## src/rtl/fetch_queue_pkg.sv

```systemverilog
// Shared types for the fetch queue and the decode-side instruction buffer.
package fetch_queue_pkg;

    localparam logic [5:0] BRANCH_ID_NONE = 6'd63;

    typedef struct packed {
        logic [31:0] pc;
        logic [31:0] instr;
        logic [5:0]  branch_id;
        logic        branch_pred;
    } entry_t;

endpackage

```

## src/rtl/fetch_queue_compact.sv

```systemverilog
// Maps a slot valid mask to per-slot write offsets (count of valid slots below
// each slot) and the total number of valid slots.
module fq_compact #(
    parameter  int NUM_UOPS = 2,
    localparam int OFF_W    = $clog2(NUM_UOPS + 1)
) (
    input  logic [NUM_UOPS-1:0]            valid_mask,
    output logic [NUM_UOPS-1:0][OFF_W-1:0] offset,
    output logic [OFF_W-1:0]               n_valid
);

    logic [OFF_W-1:0] acc;

    always_comb begin
        acc = '0;
        for (int i = 0; i < NUM_UOPS; i++) begin
            offset[i] = acc;
            acc       = acc + OFF_W'(valid_mask[i]);
        end
        n_valid = acc;
    end

endmodule

```

## src/rtl/fetch_queue.sv

```systemverilog
// Fetch buffer: compacts valid fetch slots into a circular queue and presents
// the oldest NUM_OUT entries to decode.
module fetch_queue
    import fetch_queue_pkg::*;
#(
    parameter int NUM_UOPS    = 2,
    parameter int NUM_OUT     = 2,
    parameter int DEPTH       = 8,
    parameter int FULL_THRESH = 4
) (
    input  logic                  clk,
    input  logic                  rst,
    input  logic                  IN_clear,
    input  logic                  IN_en,
    input  logic [NUM_UOPS-1:0]   IN_instrValid,
    input  logic [NUM_UOPS*32-1:0] IN_pc,
    input  logic [NUM_UOPS*32-1:0] IN_instr,
    input  logic [NUM_UOPS*6-1:0] IN_branchID,
    input  logic [NUM_UOPS-1:0]   IN_branchPred,
    output logic                  OUT_full,
    output logic                  OUT_overflow,
    input  logic                  IN_ready,
    output logic [NUM_OUT-1:0]    OUT_valid,
    output logic [NUM_OUT*32-1:0] OUT_pc,
    output logic [NUM_OUT*32-1:0] OUT_instr,
    output logic [NUM_OUT*6-1:0]  OUT_branchID,
    output logic [NUM_OUT-1:0]    OUT_branchPred
);

    localparam int PTR_W = $clog2(DEPTH);
    localparam int CNT_W = PTR_W + 1;
    localparam int OFF_W = $clog2(NUM_UOPS + 1);

    logic [PTR_W-1:0] head, tail;
    logic [CNT_W-1:0] count;
    entry_t           mem [DEPTH];

    logic [NUM_UOPS-1:0][OFF_W-1:0] wr_off;
    logic [OFF_W-1:0]               valid_cnt;
    entry_t                         in_entry [NUM_UOPS];

    logic [CNT_W-1:0] n_show, n_deq, n_enq, free_space;
    logic             accept;

    fq_compact #(.NUM_UOPS(NUM_UOPS)) u_compact (
        .valid_mask (IN_instrValid),
        .offset     (wr_off),
        .n_valid    (valid_cnt)
    );

    // Handshake: every lane with OUT_valid set is consumed together when IN_ready
    // is high; there is no per-lane acceptance. Same-cycle dequeue frees space.
    always_comb begin
        n_show     = (count > CNT_W'(NUM_OUT)) ? CNT_W'(NUM_OUT) : count;
        n_deq      = IN_ready ? n_show : '0;
        n_enq      = IN_en ? CNT_W'(valid_cnt) : '0;
        free_space = CNT_W'(DEPTH) - count + n_deq;
        accept     = (n_enq <= free_space);
        OUT_full   = (CNT_W'(DEPTH) - count) < CNT_W'(FULL_THRESH);
        for (int k = 0; k < NUM_OUT; k++) begin
            OUT_valid[k] = (count > CNT_W'(k));
        end
        for (int i = 0; i < NUM_UOPS; i++) begin
            in_entry[i] = '{pc:          IN_pc[i*32 +: 32],
                            instr:       IN_instr[i*32 +: 32],
                            branch_id:   IN_branchID[i*6 +: 6],
                            branch_pred: IN_branchPred[i]};
        end
    end

    always_ff @(posedge clk) begin
        if (rst || IN_clear) begin
            head         <= '0;
            tail         <= '0;
            count        <= '0;
            OUT_overflow <= 1'b0;
        end else begin
            head         <= head + PTR_W'(n_deq);
            OUT_overflow <= !accept;
            if (accept) begin
                tail  <= tail + PTR_W'(n_enq);
                count <= count + n_enq - n_deq;
            end else begin
                count <= count - n_deq;
            end
        end
    end

    // A dropped packet writes nothing, so storage only changes on accept.
    always_ff @(posedge clk) begin
        if (!rst && !IN_clear && IN_en && accept) begin
            for (int i = 0; i < NUM_UOPS; i++) begin
                if (IN_instrValid[i]) begin
                    mem[tail + PTR_W'(wr_off[i])] <= in_entry[i];
                end
            end
        end
    end

    for (genvar k = 0; k < NUM_OUT; k++) begin : g_rd
        logic [PTR_W-1:0] rd_idx;
        assign rd_idx                  = head + PTR_W'(k);
        assign OUT_pc[k*32 +: 32]      = mem[rd_idx].pc;
        assign OUT_instr[k*32 +: 32]   = mem[rd_idx].instr;
        assign OUT_branchID[k*6 +: 6]  = mem[rd_idx].branch_id;
        assign OUT_branchPred[k]       = mem[rd_idx].branch_pred;
    end

endmodule

```

## config.mk

```make
export PLATFORM = sky130hd
export DESIGN_NAME = fetch_queue
export DESIGN_NICKNAME = d
export VERILOG_FILES = /design/src/rtl/fetch_queue_pkg.sv /design/src/rtl/fetch_queue_compact.sv /design/src/rtl/fetch_queue.sv
export SDC_FILE = /design/constraint.sdc
export NUM_CORES = 1
export LEC_CHECK = 0
export ABC_AREA = 1
export CELL_PAD_IN_SITES_DETAIL_PLACEMENT = 1
export CELL_PAD_IN_SITES_GLOBAL_PLACEMENT = 1
export CORE_ASPECT_RATIO = 1.5
export CORE_MARGIN = 1.5
export CORE_UTILIZATION = 31
export DETAILED_ROUTE_END_ITERATION = 10
export GPL_TIMING_DRIVEN = 0
export HOLD_SLACK_MARGIN = 0.03
export PLACE_DENSITY = 0.66
export SKIP_LAST_GASP = 1
export SYNTH_ARGS = -nofsm -noshare
export SYNTH_HDL_FRONTEND = slang
export SYNTH_SLANG_ARGS = --single-unit
```

## constraint.sdc

```tcl
create_clock -name clk -period 12.9 [get_ports clk]
set_input_delay 2.58 -clock clk [delete_from_list [all_inputs] [get_ports clk]]
set_output_delay 2.58 -clock clk [all_outputs]
set_load 0.01 [all_outputs]
```

==> impl_metrics.json, run 1 <==
{
  "io_buffers": 152,
  "ant_nets": 0,
  "place.gp.congestion": 0.9902,
  "finalSetupViolCount": 0,
  "drc": 0,
  "crit_fanout": 10,
  "rsz0062_at_grt": "no",
  "first_iter_violations": 2984,
  "required_ps": 10320,
  "via_per_inst": 5.438,
  "cts_sinks": 579,
  "total_power_mw": 5.533,
  "overflow": 0,
  "core-area_sq_mm": 0.1156,
  "min_path_type": "reg2reg",
  "fin_cells": 6654,
  "antenna_found_initial": 21,
  "crit_type": "reg2out",
  "arrival_ps": 5430,
  "place_hpwl_um": 131000,
  "max_cap_viol_count": 2,
  "final_common_cell": "nand2_1",
  "ys_ff_latch": 579,
  "start_util": 0.3120,
  "die-area_sq_mm": 0.1185,
  "finalCriticalPeriod_ps": 8012,
  "clk_pin_slew_ps": 60,
  "grt_pass1_vias": 37010,
  "p_leak_nw": 17.23,
  "placed_cell_area_sq_mm": 0.04016,
  "fin_ws_ps": 4888,
  "synth_seq_area_share": 0.4789,
  "syn_area_per_cell_sq_um": 7.513,
  "stdcell_area_sq_mm": 0.04227,
  "wl_um": 177000,
  "worst_pin_slew_ps": 1516,
  "syn-num-nets": 4976,
  "synth_cells": 4801,
  "ir_drop_uv": 84.53,
  "finalCritPeriodShare": 0.6211,
  "track_usage": 0.2951,
  "ios": 295,
  "status": "finished, violations left",
  "post_cts_buffers": 0,
  "cp-end-kind": "output port",
  "synth_area_sq_mm": 0.03607,
  "max-slew-margin-rel": -0.01054,
  "vias": 36190,
  "htreeDepth": 3,
  "power.density_mw_per_mm2": 130.9,
  "cts_repair_resize_count": 0,
  "area_delta_synth_final_pct": 17.18,
  "grt_max_degree": 27,
  "dp.cells": 6528,
  "fp-row-count": 153,
  "post-place-ws_ps": 4896,
  "routedWlPerCell_um": 26.60,
  "drive_gt1_frac": 0.06273,
  "cts_tree": "done",
  "clk_path_buf_depth": 3,
  "final_util": 0.3656,
  "max_freq_ghz": 0.1248,
  "startpoint_type": "flip-flop",
  "drv_slew": 21,
  "postCtsHoldBufs": 0,
  "violations": "max-capacitance violations, max-slew violations",
  "die_y_um": 420.8,
  "drt_first_pass_iters": 5,
  "numCtsBuffers": 68,
  "grt_pass1_wl_um": 252100,
  "fin_worst_skew_ps": 15.78,
  "clk_latency_ps": 670,
  "ys_types": 31,
  "final_nets": 5223,
  "layout_common_cells": "nand2_1 (1874), o21ai_0 (572), edfxtp_1 (568), nor2_1 (368), a21oi_1 (367)",
  "cts_root_buf": "clkbuf_16",
  "ys_warn_count": 0,
  "hold_viol": 0,
  "dieWidth_um": 281.5
}
-- per-layer routing --
metal  wire (um)  vias to the layer above  global-route usage
li1            -                    16300                   -
met1       64850                    18030              0.3266
met2       90750                     1391              0.5360
met3       11630                      444             0.05032
met4        9659                       16              0.1558
met5          99                        -                   0
-- worst paths after layout --
kind                                            from                    to  slack [ps]  cells after the start
worst max-delay path              head[0]$_SDFF_PP0_            OUT_pc[12]        4890                      9
worst min-delay path            tail[0]$_SDFFE_PP0P_  tail[0]$_SDFFE_PP0P_         590                      2
worst max register to register   count[0]$_SDFF_PP0_  mem[5][32]$_DFFE_PP_        7290                     17
worst min register to register  tail[0]$_SDFFE_PP0P_  tail[0]$_SDFFE_PP0P_         590                      2
-- report_power, final --
group | switching [mW] | internal [mW] | total, mW
combinational | 0.976 | 0.492 | 1.47
sequential | 0.0177 | 2.11 | 2.13
clock | 0.867 | 1.07 | 1.94
total | 1.86 | 3.67 | 5.53
-- flip-flops by register name, summed over array words and instances, names as in the netlist --
signal / count
mem: 568
head: 3
tail: 3
OUT_overflow: 1
count: 4
-- synth_stat cells --
| cell | instances | share of area |
|---|---|---|
| o21bai_1 | 1 | 0.00021 |
| inv_1 | 255 | 0.027 |
| clkinv_1 | 1 | 0.00010 |
| a21oi_1 | 367 | 0.051 |
| clkbuf_1 | 267 | 0.028 |
| buf_1 | 36 | 0.0037 |
| nand3_1 | 19 | 0.0026 |
| nand4_2 | 5 | 0.0017 |
| inv_2 | 2 | 0.00021 |
| or2_1 | 1 | 0.00017 |
| buf_2 | 118 | 0.016 |
| nand3_2 | 1 | 0.00028 |
| nand2_1 | 1874 | 0.20 |
| nor3_1 | 5 | 0.00069 |
| o21ai_0 | 580 | 0.080 |
| o211ai_1 | 71 | 0.015 |
| nor2_8 | 9 | 0.0050 |
| dfxtp_1 | 11 | 0.0061 |
| nand4_1 | 3 | 0.00052 |
| nor2_2 | 2 | 0.00035 |
| a31oi_1 | 142 | 0.025 |
| xnor2_1 | 4 | 0.00097 |
| edfxtp_1 | 568 | 0.47 |
| buf_6 | 56 | 0.017 |
| nor2_1 | 368 | 0.038 |
| xor2_1 | 4 | 0.00097 |
| conb_1 | 2 | 0.00021 |
| nand2_2 | 1 | 0.00017 |
| ha_1 | 22 | 0.0076 |
| fa_1 | 4 | 0.0022 |
| nand3_4 | 2 | 0.00097 |
-- stage by stage --
| stage | hold WS [ps] | TNS [ps] |
|---|---|---|
| after floorplan | 521.8 | 0 |
| after detailed placement | 583.7 | 0 |
| after CTS | 590.0 | 0 |
| final | 587.7 | 0 |
| after global routing | 645.1 | 0 |
| after global placement | 574.1 | -2135450 |
-- worst max-delay path, cell delays in order (launching register included) --
cell	delay, ps
dfxtp_1	520
clkinv_1	550
buf_2	530
buf_2	320
clkbuf_1	640
clkbuf_1	440
a21oi_1	180
o21ai_0	160
a31oi_1	640
clkdlybuf4s50_1	750
-- layout make-up --
cell class / instances / area (sq um)
well taps: 1550 / 1939
repair buffers: 177 / 2052
clock buffers: 89 / 1844
diodes: 3 / 7.507
clock inverters: 34 / 254.0
plain buffers: 477 / 2361
flip-flops and latches: 579 / 17280
fillers: 14230 / 73360
multi-input cells: 3487 / 15570
inverters: 258 / 968.4
-- cells by family after synthesis --
group           synth area share
simple gates              0.2458
buf+inv                  0.09223
flops                     0.4789
compound gates            0.1710
xor+xnor                0.001942
other cells            0.0002082
fa+ha+maj               0.009851
Note: power is estimated with default switching activity, not from simulation.
==> run 2, diff against run 1 <==
Clock period 12.9 ns to 8.4 ns, I/O delays scaled along.
==> results of run 2 <==
The final DEF is identical to that of run 1. Status: finished, violations left: max-capacitance violations, max-slew violations.
Main changes from that run: setup slack after placement 4896 ps -> 1296 ps; setup slack after layout 4888 ps -> 1288 ps; register-to-register setup slack 7290 ps -> 2790 ps; total power 5.533 mW -> 8.498 mW; worst IR drop on VDD 84.53 uV -> 129.8 uV
